$ cat src/rtl/ram_reader_pkg.sv
// Shared types and constants for the RAM dump reader: FSM state encoding
// and read-latency limits.
package ram_reader_pkg;

  typedef enum logic [2:0] {
    IDLE   = 3'd0,
    STREAM = 3'd1,
    HOLD   = 3'd2,
    WAIT   = 3'd3,
    DONE   = 3'd4
  } rd_state_t;

  localparam int MAX_RD_LAT = 3;

  // Keep the delay line between 1 and MAX_RD_LAT stages.
  function automatic int clamp_lat(input int lat);
    if (lat < 1) begin
      return 1;
    end else if (lat > MAX_RD_LAT) begin
      return MAX_RD_LAT;
    end else begin
      return lat;
    end
  endfunction

endpackage

$ cat src/rtl/ram_dump_reader_rd_lat_pipe.sv
// Delay line that carries {valid, addr} of each issued read alongside the
// RAM's read latency, so returning data can be tagged with its address.
module rd_lat_pipe
  import ram_reader_pkg::*;
#(
  parameter int ADDR_W = 10,
  parameter int RD_LAT = 1
) (
  input  logic              Clk,
  input  logic              Reset,
  input  logic              i_valid,
  input  logic [ADDR_W-1:0] i_addr,
  output logic              o_valid,
  output logic [ADDR_W-1:0] o_addr
);

  localparam int DEPTH = clamp_lat(RD_LAT);

  logic [DEPTH-1:0]             r_valid;
  logic [DEPTH-1:0][ADDR_W-1:0] r_addr;
  logic [DEPTH:0]               w_valid_chain;
  logic [DEPTH:0][ADDR_W-1:0]   w_addr_chain;

  // The top element of each chain is the oldest stage, i.e. the pipe output.
  assign w_valid_chain = {r_valid, i_valid};
  assign w_addr_chain  = {r_addr, i_addr};

  // Shift one stage per clock; a clear drops every read in flight.
  always_ff @(posedge Clk) begin
    if (Reset) begin
      r_valid <= '0;
      r_addr  <= '0;
    end else begin
      r_valid <= w_valid_chain[DEPTH-1:0];
      r_addr  <= w_addr_chain[DEPTH-1:0];
    end
  end

  assign o_valid = w_valid_chain[DEPTH];
  assign o_addr  = w_addr_chain[DEPTH];

endmodule

$ cat src/rtl/ram_dump_reader.sv
// Sequential RAM read-back engine: walks an address window, returns each
// word with its address and keeps a running checksum, streaming or stepped.
module ram_dump_reader
  import ram_reader_pkg::*;
#(
  parameter int ADDR_W     = 10,
  parameter int DATA_W     = 16,
  parameter int START_ADDR = 0,
  parameter int LAST_ADDR  = 1023,
  parameter int RD_LAT     = 1
) (
  input  logic              Clk,
  input  logic              Reset,
  input  logic              Start,
  input  logic              Step_mode,
  input  logic              Step,
  output logic [ADDR_W-1:0] Mem_ADDR,
  output logic              Mem_rden,
  input  logic [DATA_W-1:0] Mem_q,
  output logic              Busy,
  output logic [DATA_W-1:0] Word_out,
  output logic [ADDR_W-1:0] Word_addr,
  output logic              Word_valid,
  output logic [DATA_W-1:0] Checksum,
  output logic              Done
);

  localparam logic [ADDR_W-1:0] C_START = ADDR_W'(START_ADDR);
  localparam logic [ADDR_W-1:0] C_LAST  = ADDR_W'(LAST_ADDR);

  rd_state_t         r_state;
  logic              r_step_mode;
  logic [ADDR_W-1:0] r_issue_addr;
  logic              r_mem_rden;
  logic              r_busy;
  logic              r_done;
  logic [DATA_W-1:0] r_word_out;
  logic [ADDR_W-1:0] r_word_addr;
  logic              r_word_valid;
  logic [DATA_W-1:0] r_checksum;
  logic              w_pipe_valid;
  logic [ADDR_W-1:0] w_pipe_addr;

  // A read enters the delay line on the edge where the RAM captures its address.
  rd_lat_pipe #(
    .ADDR_W (ADDR_W),
    .RD_LAT (RD_LAT)
  ) u_pipe (
    .Clk     (Clk),
    .Reset   (Reset),
    .i_valid (r_mem_rden),
    .i_addr  (r_issue_addr),
    .o_valid (w_pipe_valid),
    .o_addr  (w_pipe_addr)
  );

  // Reader FSM, issue counter, word capture and checksum.
  always_ff @(posedge Clk) begin
    if (Reset) begin
      r_state      <= IDLE;
      r_step_mode  <= 1'b0;
      r_issue_addr <= C_START;
      r_mem_rden   <= 1'b0;
      r_busy       <= 1'b0;
      r_done       <= 1'b0;
      r_word_out   <= '0;
      r_word_addr  <= '0;
      r_word_valid <= 1'b0;
      r_checksum   <= '0;
    end else begin
      r_word_valid <= w_pipe_valid;
      if (w_pipe_valid) begin
        r_word_out  <= Mem_q;
        r_word_addr <= w_pipe_addr;
        r_checksum  <= r_checksum + Mem_q;
      end else begin
        r_word_out  <= r_word_out;
        r_word_addr <= r_word_addr;
        r_checksum  <= r_checksum;
      end

      case (r_state)
        IDLE, DONE: begin
          r_mem_rden <= 1'b0;
          if (Start) begin
            r_checksum   <= '0;
            r_done       <= 1'b0;
            r_busy       <= 1'b1;
            r_issue_addr <= C_START;
            r_step_mode  <= Step_mode;
            if (Step_mode) begin
              r_state <= HOLD;
            end else begin
              r_state    <= STREAM;
              r_mem_rden <= 1'b1;
            end
          end else begin
            r_state <= r_state;
          end
        end

        // The address on the port now is captured by the RAM at this edge.
        STREAM: begin
          if (r_issue_addr == C_LAST) begin
            r_mem_rden <= 1'b0;
            r_state    <= WAIT;
          end else begin
            r_mem_rden   <= 1'b1;
            r_issue_addr <= r_issue_addr + 1'b1;
          end
        end

        HOLD: begin
          if (Step) begin
            r_mem_rden <= 1'b1;
            r_state    <= WAIT;
          end else begin
            r_mem_rden <= 1'b0;
          end
        end

        // Leave only once the landed word is visible, so Done trails it by one cycle.
        WAIT: begin
          r_mem_rden <= 1'b0;
          if (r_word_valid && (r_word_addr == C_LAST)) begin
            r_state <= DONE;
            r_done  <= 1'b1;
            r_busy  <= 1'b0;
          end else if (r_word_valid && r_step_mode) begin
            r_state      <= HOLD;
            r_issue_addr <= r_issue_addr + 1'b1;
          end else begin
            r_state <= WAIT;
          end
        end

        default: begin
          r_state    <= IDLE;
          r_mem_rden <= 1'b0;
          r_busy     <= 1'b0;
        end
      endcase
    end
  end

  assign Mem_ADDR   = r_issue_addr;
  assign Mem_rden   = r_mem_rden;
  assign Busy       = r_busy;
  assign Word_out   = r_word_out;
  assign Word_addr  = r_word_addr;
  assign Word_valid = r_word_valid;
  assign Checksum   = r_checksum;
  assign Done       = r_done;

endmodule

$ cat config.mk
export PLATFORM = sky130hd
export DESIGN_NAME = ram_dump_reader
export DESIGN_NICKNAME = d
export VERILOG_FILES = /design/src/rtl/ram_reader_pkg.sv /design/src/rtl/ram_dump_reader_rd_lat_pipe.sv /design/src/rtl/ram_dump_reader.sv
export SDC_FILE = /design/constraint.sdc
export NUM_CORES = 1
export LEC_CHECK = 0
export ABC_AREA = 0
export BUFFER_PORTS_ARGS = -buffer_cell sky130_fd_sc_hd__buf_2
export CORE_MARGIN = 4
export CORE_UTILIZATION = 30
export CTS_CLUSTER_DIAMETER = 50
export DETAILED_ROUTE_END_ITERATION = 8
export PLACE_DENSITY = 0.57
export SYNTH_ARGS = -nofsm -noshare
export SYNTH_HDL_FRONTEND = slang
export SYNTH_SLANG_ARGS = --single-unit
export TNS_END_PERCENT = 50
$ cat constraint.sdc
create_clock -name Clk -period 6.3 [get_ports Clk]
set_input_delay 1.26 -clock Clk [delete_from_list [all_inputs] [get_ports Clk]]
set_output_delay 1.26 -clock Clk [all_outputs]
set_load 0.01 [all_outputs]
# --- Word-level counts from Yosys, hierarchy flattened ---
# Cells that the tools add are included.
word_totals:
  out_inout_bits: 56
  in_bits: 21
  elab_cells: 66
  regBits: 71
op_classes:
  eq_ne: 13
  bitwise_logic: 1
  mux: 26
  add_sub_neg: 2
  reduce_logical: 12
ops:
  columns: ["op", "count"]
  rows:
  - ["16-bit two-way mux", 3]
  - ["10-bit two-way mux", 4]
  - ["10-bit one-hot mux with 3 select lines", 1]
  - ["10-bit == test, second input constant", 2]
  - ["16-bit adder", 1]
  - ["2-bit inequality test, second input constant", 7]
  - ["3-bit two-way mux", 4]
  - ["3-bit one-hot mux with 4 select lines", 1]
  - ["10-bit by 1-bit adder with 10-bit output, second input constant", 1]
  - ["1-bit two-way mux", 9]
  - ["3-bit AND reduction", 3]
  - ["3-bit by 2-bit == test with 1-bit output, second input constant", 2]
  - ["1-bit one-hot mux with 3 select lines", 2]
  - ["5-bit AND reduction", 1]
  - ["2-bit OR reduction", 2]
  - ["3-bit by 1-bit == test with 1-bit output, second input constant", 1]
  - ["3-bit == test, second input constant", 1]
  - ["3-bit zero test", 1]
  - ["3-bit nonzero test", 1]
  - ["1-bit logical AND", 2]
  - ["2-bit two-way mux", 1]
  - ["1-bit one-hot mux with 2 select lines", 1]
  - ["2-bit AND reduction", 1]
  - ["2-bit nonzero test", 1]
  - ["1-bit NOT", 1]

# --- Depth between registers and ports, before layout ---
logic_depth:
  depth_word: 4
  mapped_depth: 8
  ltp_nobuf: 8

# --- Cells and area by module ---
# A second synthesis with hierarchy kept.
hier_totals:
  hier_cells: 370
  area_unflattened_um2: 3430.8
modules_own_cells:
  columns: ["mod", "area_each_um2", "cells_per_inst", "n_inst", "seq_area_each_um2"]
  rows:
  - ["ram_dump_reader", 3093.0, 347, 1, 1201.2]
  - ["rd_lat_pipe", 337.8, 23, 1, 220.2]

# --- Worst setup path after synthesis ---
# No wires, ideal clock.
synth_timing:
  path_type: "input -> register"
  start: "input port Mem_q[0]"
  end: "register r_checksum[14], in the netlist Checksum[14]"
  arrival_time_ns: 2.941
  stages: 8
  setup_time_ns: 0.122
  setup_slack_ns: 3.237
  path_buffers: 0
  t_required_ns: 6.178
  cell_sequence: "ha_1 -> fa_1 -> a211oi_1 -> o21a_1 -> nor3_1 -> o31ai_1 -> xor2_1 -> o21ai_0"
synth_via:
  elab_chain_len: 4
synth_rtl:
  columns: ["item", "line", "source"]
  rows:
  - ["start, declared", "ram_dump_reader.sv:19", "input logic [DATA_W-1:0] Mem_q,"]
  - ["16-bit adder *", "ram_dump_reader.sv:75", "r_checksum <= r_checksum + Mem_q;"]
  - ["16-bit two-way mux *", "ram_dump_reader.sv:72", "if (w_pipe_valid) begin"]
  - ["16-bit two-way mux", "ram_dump_reader.sv:85", "if (Start) begin"]
  - ["16-bit two-way mux *", "ram_dump_reader.sv:82", "case (r_state)"]
  - ["end signal, assigned", "ram_dump_reader.sv:75", null]
  - ["end signal, assigned", "ram_dump_reader.sv:79", "r_checksum <= r_checksum;"]
  - ["end, declared", "ram_dump_reader.sv:40", "logic [DATA_W-1:0] r_checksum;"]
# Every way passes the cells marked *; elsewhere a longest branch is shown, timed or not.
# A chain may end at the register's enable or synchronous reset.

==> results.json <==
{
  "clock-sinks": 71,
  "met2_usage": 0.2163,
  "final_util": 0.3732,
  "worst-slew-pin-transition_ps": 892.0,
  "clock_path_buffers": 2,
  "synth_area_leaders": "dfxtp_1, mux2i_1, nor2_1",
  "cts_buffers": 9,
  "post-place-ws_ps": 2676,
  "dr.pass1.iters": 4,
  "grt_pass1_vias": 2871,
  "wl_per_cell_um": 14.29,
  "skew_ps": 3.276,
  "rows": 38,
  "critPathMaxStageDelay_ps": 670,
  "period_needed_ps": 3221,
  "finalSetupViolCount": 0,
  "async_flop_share": 0,
  "drt.antenna.violating_nets": 0,
  "fin_ws_ps": 3079,
  "status": "complete, no violations",
  "grt_max_degree": 49,
  "worstSetupStartpointType": "input port",
  "wl_um": 8418,
  "vias": 2940,
  "antenna_found_initial": 0,
  "leakagePower_uw": 0.001723,
  "setup.worst_path.end_class": "register",
  "crit_required_ps": 6500,
  "worst-path-buf-inv": 2,
  "max_slew_margin": 0.4054,
  "syn_area_um2": 3352,
  "die_w_um": 113.7,
  "ctsHtreeMaxLevel": 3,
  "ys_ff_latch": 71,
  "hold_buffers": 0,
  "ys.flop_type": "dfxtp_1",
  "ctsResizeCount": 0,
  "num-nets-final": 482,
  "final.setup.tns_ps": 0,
  "die-area_um2": 12930,
  "hpwl_um": 6125,
  "rsz0062_at_grt": "false",
  "synth_edf_count": 0,
  "ys_types": 48,
  "crit_path_cell_trace": "buf_2 -> or2_0 -> buf_4 -> nor3_1 -> o211a_1 -> nor2_1 -> o311ai_1",
  "drc_errors": 0,
  "use_met1": 0.1743,
  "yosysTopAreaCell": "dfxtp_1",
  "cp_max_fo": 48,
  "synth.yosys.seq_area_share": 0.4240,
  "busiest_layer": "met2",
  "min_path_type": "register to register",
  "timing.final.crit_share": 0.5113,
  "syn-num-nets": 409,
  "crit_family": "buffers and inverters",
  "diodes": 0,
  "clkLatencyLatePin_ps": 350,
  "slowest_stage": "buf_2",
  "maxCapViolCount": 0,
  "drtIter0Drc": 111,
  "crit_type": "input port to register",
  "cts_tree": "built",
  "io_pins": 77,
  "synth_commonest_cells": "dfxtp_1, nor2_1, mux2i_1",
  "grt_pass1_wl_um": 14160,
  "avgSynthCellArea_um2": 9.035,
  "overflow": 0,
  "hold_viol": 0,
  "synth_top_area_frac": 0.4240,
  "gr-usage-met3": 0.04244,
  "cp.arrival_ps": 3420,
  "routabilityCongestion": 0.8504,
  "yosysWarnings": 0,
  "p_per_area_nw_per_um2": 259.9,
  "slew_violations": 0,
  "core_area_um2": 10890,
  "clk_pin_slew_ps": 70,
  "port_buffers": 76,
  "cts_root_buffer": "clkbuf_8",
  "ir_worst_vdd_uv": 130.7,
  "fmax_ghz": 0.3104,
  "track_usage": 0.1361,
  "cts_setup_buffers": 0,
  "vias_per_cell": 4.992,
  "die_y_um": 113.7,
  "postSynthCellCount": 371,
  "synth_most_common_cell": "dfxtp_1",
  "start_util": 0.3079,
  "syn_to_final_growth_pct": 21.24,
  "fillers": 1150,
  "drive_gt1_frac": 0.2227,
  "totalPowerFinal_uw": 1056
}
[routing by layer]
metal,vias up,part of all wire,routed length (um)
met2,92,0.46,3900
met3,11,0.065,546
met4,0,0.012,99
met5,-,0,0
li1,1470,-,-
met1,1367,0.46,3872
[area by class of cell]
class / count / area, um2 / area share
multi-input combinational: 279 / 1844 / 0.4538
sequential: 71 / 1423 / 0.3501
timing repair buffer: 78 / 395.4 / 0.09729
tap: 140 / 175.2 / 0.04310
clock buffer: 11 / 151.4 / 0.03725
clock inverter: 5 / 56.30 / 0.01385
inverter: 5 / 18.77 / 0.004618
[worst reg2reg max path: cells and delay by family (launching register included)]
| kind | cells | cell delay (ps) |
|---|---|---|
| buffers and inverters | 1 | 310 |
| AO/OA/AOI/OAI | 2 | 310 |
| AND/OR/NAND/NOR | 4 | 1130 |
| flip-flops | 1 | 620 |
[power breakdown]
part | switching, uW | internal, uW | leakage, uW | total, uW
Combinational | 105 | 74.9 | 0.00104 | 180
Sequential | 23.5 | 471 | 0.000575 | 494
Clock | 178 | 204 | 0.000105 | 382
Total | 306 | 750 | 0.00172 | 1060
[stage by stage]
step	area [um2]	std cells	hold slack [ps]
2_1_floorplan	3352	371	440.6
3_3_place_gp	3856	573	447.9
3_5_place_dp	3856	573	452.2
4_1_cts	4064	589	463.6
5_1_grt	4064	589	489.2
6_report	4064	589	457.0
[logic make-up after synthesis]
logic type,Yosys count,synth area share
AND/OR/NAND/NOR,138,0.1978
multiplexers,34,0.1019
buffers and inverters,21,0.02576
AO/OA/AOI/OAI,72,0.1377
adder cells (fa/ha/maj),17,0.06570
flip-flops,71,0.4240
XOR/XNOR,18,0.04703
[cell usage in the layout (no fill, tap or decap), types with 12 or more instances in the layout]
cell type / Yosys / layout
nor2_1: 61 / 61
xnor2_1: 12 / 12
dfxtp_1: 71 / 70
nand3_1: 12 / 12
o21ai_0: 15 / 15
a21oi_1: 21 / 21
mux2i_1: 33 / 33
buf_2: 3 / 76
nand2_1: 16 / 16
ha_1: 16 / 16
[state kept, by name (all words and copies together), names as in the netlist]
name / cells
Checksum: 16
Word_out: 16
Mem_ADDR: 10
Word_addr: 10
u_pipe.o_addr: 10
r_state: 3
Busy: 1
Done: 1
Mem_rden: 1
Word_valid: 1
r_step_mode: 1
u_pipe.o_valid: 1
[worst paths after layout]
path | to | slack (ps) | start | cells after the start
setup / recovery | Checksum[15] | 3080 | Reset | 7
hold / removal | u_pipe.o_valid | 460 | Mem_rden | 1
setup reg to reg | Checksum[15] | 3820 | r_state[0] | 7
hold reg to reg | u_pipe.o_valid | 460 | Mem_rden | 1
Power figures use the tool's default switching activity.
